==> config.mk <==
export PLATFORM = sky130hd
export DESIGN_NAME = onehot_priority_mux
export DESIGN_NICKNAME = d
export VERILOG_FILES = /design/src/rtl/onehot_priority_mux.sv
export SDC_FILE = /design/constraint.sdc
export NUM_CORES = 1
export LEC_CHECK = 0
export BUFFER_PORTS_ARGS = -buffer_cell sky130_fd_sc_hd__buf_4
export CAP_MARGIN = 10
export CORE_AREA = 2 2 49 51
export DETAILED_ROUTE_END_ITERATION = 7
export DIE_AREA = 0 0 51 53
export PLACE_DENSITY = 0.79
export SYNTH_ARGS = -nofsm -noshare
export SYNTH_HDL_FRONTEND = slang
export SYNTH_SLANG_ARGS = --single-unit
==> constraint.sdc <==
create_clock -name vclk -period 0.8
set_input_delay 0.12 -clock vclk [all_inputs]
set_output_delay 0.12 -clock vclk [all_outputs]
set_load 0.03 [all_outputs]
==> src/rtl/onehot_priority_mux.sv <==
`default_nettype none
// ============================================================================
// Module   : onehot_priority_mux
// Purpose  : Strict-priority N-way request arbiter with a one-hot data mux.
//            Index 0 has the highest priority. The arbiter picks one requester
//            per cycle and steers that requester's data slice to the output.
//            With ONEHOT_PRIORITY_HOLD_EN defined, a registered last-grant
//            lets the current owner keep the grant until canchange is high.
//            With ONEHOT_PRIORITY_HOLD_EN undefined, the block is purely
//            combinational. clk, rst_n and canchange are kept as ports but
//            are unused in that build.
// Macro    : ONEHOT_PRIORITY_HOLD_EN  - enables the last-grant hold register
// Ports    : clk        in   1                  clock
//            rst_n      in   1                  async active-low reset
//            canchange  in   1                  1 = grant may move this cycle
//            req        in   N_INPUTS           request vector
//            gnt        out  N_INPUTS           one-hot (or zero) grant
//            gnt_any    out  1                  |gnt
//            in         in   N_INPUTS*W_INPUT   data; slice i = in[i*W +: W]
//            out        out  W_INPUT            slice selected by gnt (0 if none)
// Revision : 1.0 - initial release
// ============================================================================
module onehot_priority_mux #(
  parameter int N_INPUTS = 2,
  parameter int W_INPUT  = 32
) (
  input  logic                          clk,
  input  logic                          rst_n,
  input  logic                          canchange,
  input  logic [N_INPUTS-1:0]           req,
  output logic [N_INPUTS-1:0]           gnt,
  output logic                          gnt_any,
  input  logic [N_INPUTS*W_INPUT-1:0]   in,
  output logic [W_INPUT-1:0]            out
);

  localparam logic [N_INPUTS-1:0] C_ONE = N_INPUTS'(1);

  logic [N_INPUTS-1:0] w_prio;

  // Lowest set bit of req. When req is all zero, ~req + 1 wraps to zero, so
  // the AND yields zero without any special case.
  always_comb begin
    w_prio = req & (~req + C_ONE);
  end

`ifdef ONEHOT_PRIORITY_HOLD_EN

  logic [N_INPUTS-1:0] last_gnt_q;
  logic [N_INPUTS-1:0] last_gnt_d;
  logic                w_hold;

  // The owner keeps the grant only while it is still requesting and the
  // caller has not opened a switch point. A holder that drops its request
  // releases immediately, independent of canchange.
  always_comb begin
    w_hold = (|(last_gnt_q & req)) && !canchange;
    gnt    = w_hold ? last_gnt_q : w_prio;
  end

  always_comb begin
    last_gnt_d = gnt;
  end

  // Asynchronous clear so that asserting rst_n mid-hold drops the hold at
  // once and the grant falls back to plain priority before the next edge.
  always_ff @(posedge clk or negedge rst_n) begin
    if (!rst_n) begin
      last_gnt_q <= '0;
    end else begin
      last_gnt_q <= last_gnt_d;
    end
  end

`else

  logic w_unused_ports;

  always_comb begin
    gnt = w_prio;
  end

  assign w_unused_ports = ^{clk, rst_n, canchange};

`endif

  always_comb begin
    gnt_any = |gnt;
  end

  // AND-OR mux: gnt is one-hot or zero, so at most one slice contributes.
  always_comb begin
    out = '0;
    for (int i = 0; i < N_INPUTS; i++) begin
      out = out | (in[i*W_INPUT +: W_INPUT] & {W_INPUT{gnt[i]}});
    end
  end

endmodule
`default_nettype wire

Word level (Yosys, flattened, before mapping)

Cells that the tools add are included.

Flip-flop bits (word level): 0
Bits of input ports: 69
Output and inout port bits: 35
Logic and storage cells: 7

Add/subtract/negate cells: 1
Bitwise logic cells: 5
Reductions and logical operators: 1

Operators by type and width:

| kind                  | count |
|---|---|
| $and A32 B32 Y32      | 2 |
| $or A32 B32 Y32       | 1 |
| $add A2 B1 Y2 const B | 1 |
| $and A2 B2 Y2         | 1 |
| $not A2 Y2            | 1 |
| $reduce_or A2 Y1      | 1 |

Longest topological paths before layout

Word-level depth: 5
Gate-level depth with buffers: 4

Least setup slack after synthesis

Ideal clock, no wire load.

Kind: input to output
Start point: in req[0]
End point: out out[26]
Arrival time: 0.975 ns
Required time: 0.680 ns
Slack: -0.295 ns
Cell stages on the path: 2
Buffers on the path: 1
Cell sequence: buf_4 o21ai_0

Cells in the longest elaborated chain, start to end: 5
Elaborated cells on any way between the ends: 6
Classes of those cells: add/sub: 1; bitwise: 5

RTL lines:

| what                | line | text |
|---|---|---|
| from (decl)         | 30   | `input logic [N_INPUTS-1:0] req,` |
| $not A2 Y2          | 44   | `w_prio = req & (~req + C_ONE);` |
| $add A2 B1 Y2       | 44   |  |
| $and A2 B2 Y2 (*)   | 44   |  |
| $and A32 B32 Y32    | 95   | `out = out \| (in[i*W_INPUT +: W_INPUT] & {W_INPUT{gnt[i]}});` |
| $or A32 B32 Y32 (*) | 95   |  |
| to (decl)           | 34   | `output logic [W_INPUT-1:0] out` |

Mark *: on every way between the ends. The rest lies on a longest branch, timed or not.

Worst setup path after layout

Start point: in req[0]
End point: out out[14]

Same word-level chain as after synthesis.

==> flow_metrics.env <==
export IMPL_grt_pass1_wl_um=6100
export IMPL_cp_top_family="buffers and inverters"
export IMPL_hold_violations=0
export IMPL_gr_total_overflow=0
export IMPL_crit_path_start_kind="primary input"
export IMPL_status="finished with violations"
export IMPL_syn_inst=110
export IMPL_dpl_hpwl_um=2320
export IMPL_coreArea_mm2=0.00215
export IMPL_syn_nets=179
export IMPL_dieArea_mm2=0.00270
export IMPL_drive_above_1_share_pct=82.9
export IMPL_via_count=1353
export IMPL_via_per_inst=5.66
export IMPL_cts_hold_buffers=0
export IMPL_layout_nets=282
export IMPL_ys_seq_area_share_pct=0
export IMPL_slowest_stage="buf_12"
export IMPL_grt_pass1_vias=1232
export IMPL_start_util_pct=24.6
export IMPL_wl_per_cell_um=24.4
export IMPL_routed_wl_um=5840
export IMPL_final_antenna_net_count=0
export IMPL_final_util_pct=93.5
export IMPL_slew_headroom_pct=88.8
export IMPL_antenna_found_initial=0
export IMPL_mostFrequentLayoutCell="buf_4"
export IMPL_place_gp_congestion=0.673
export IMPL_path_cells="buf_12 -> buf_12 -> nand2_1 -> o21ai_4 -> buf_6"
export IMPL_finalCriticalPeriod_ns=0.889
export IMPL_final_area_mm2=0.00201
export IMPL_hold_class="in2out"
export IMPL_design_seq_count=0
export IMPL_setup_ws_ns=-0.0894
export IMPL_dr_pass1_iters=4
export IMPL_timing_critical_path_required_ns=0.68
export IMPL_tightestPinTransition_ns=0.168
export IMPL_cts_setup_buffers=0
export IMPL_setup_viol=28
export IMPL_grt_max_degree=35
export IMPL_synth_cell_types=8
export IMPL_io_pin_count=104
export IMPL_diodes=0
export IMPL_syn_area_um2=528
export IMPL_critPathArrivalTime_ns=0.77
export IMPL_nClkBuffers=0
export IMPL_ff_latch_area_um2=0
export IMPL_cp_common_cell="buf_12"
export IMPL_num_rows=17
export IMPL_drtIter0Drc=60
export IMPL_track_usage_pct=30.0
export IMPL_drc=0
export IMPL_syn_to_final_growth_pct=281
export IMPL_synth_area_per_cell_um2=4.80
export IMPL_vdd_drop_max_uv=579
export IMPL_rsz0062_at_grt="yes"
export IMPL_drv_cap=0
export IMPL_slew_viol_final=0
export IMPL_die_y_um=53
export IMPL_placed_cell_area_mm2=0.00145
export IMPL_power_density_mw_per_mm2=768
export IMPL_crit_path_end_kind="output port"
export IMPL_io_buffers=101
export IMPL_max_stage_delay_ns=0.15
export IMPL_crit_fanout=8
export IMPL_fin_crit_sh_pct=111
export IMPL_n_fill_cell=69
export IMPL_path_class="in2out"
export IMPL_layout_common_cells="buf_4, buf_6, nand2_1"
export IMPL_yosys_warnings=0
export IMPL_fmax_mhz=1120
export IMPL_violations="setup timing"
export IMPL_power_leakage_uw=0.000948
export IMPL_die_x_um=51
export IMPL_worst_path_buf_inv=3
[kinds of logic after synthesis]
logic type      Yosys count  share of synthesized area (%)
compound gates           32                           30.3
buf+inv                  12                           21.8
simple gates             66                           47.9
[cells in the mapped netlist]
cell | instances | share of area (%)
o21ai_1 | 28 | 27
o21ai_0 | 4 | 3.8
nor2b_1 | 1 | 1.2
buf_2 | 2 | 1.9
buf_4 | 2 | 2.8
nand2_1 | 64 | 45
buf_6 | 8 | 17
or2_1 | 1 | 1.2
[area by class of cell]
| cell class | count | area, um2 | area share, % |
|---|---|---|---|
| Multi-Input combinational cell | 98 | 778 | 38.7 |
| Timing Repair Buffer | 113 | 1200 | 59.5 |
| Tap cell | 28 | 35.0 | 1.74 |
[layer usage]
metal / routed length (um) / vias to the layer above / GRT usage [%]
li1: - / 561 / -
met1: 2050 / 649 / 31.5
met2: 2910 / 115 / 57.4
met3: 576 / 28 / 6.50
met4: 299 / 0 / 12.2
met5: 0 / - / 0
[power by group]
| group | total [uW] | internal (uW) | switching, uW |
|---|---|---|---|
| logic | 1540 | 748 | 794 |
| clock network | 0 | 0 | 0 |
| registers | 0 | 0 | 0 |
[worst paths after layout]
kind  startpoint       to  slack, ns  cells after the start
max       req[0]  out[14]      -0.09                      5
min        in[1]   out[1]       0.56                      4
[metrics by stage]
stage	instances	TNS, ns	setup slack, ns	hold WS, ns	total power, uW
final	239	-0.823	-0.0894	0.555	1540
after global routing	239	-0.996	-0.0793	0.565	1580
after CTS	237	-0.167	-0.0182	0.541	1340
after detailed placement	231	-5.06	-0.204	0.560	1080
after global placement	231	-4.18	-0.159	0.559	1060
after floorplan	110	-0.996	-0.0672	0.372	622
[timing repair]
action | 4_1_cts | 5_1_grt
gates resized for setup | 64 | 30
setup endpoints to repair | 34 | 34
pin swaps | 19 | 10
cloned | 6 | 2
Power figures use the tool's default switching activity.
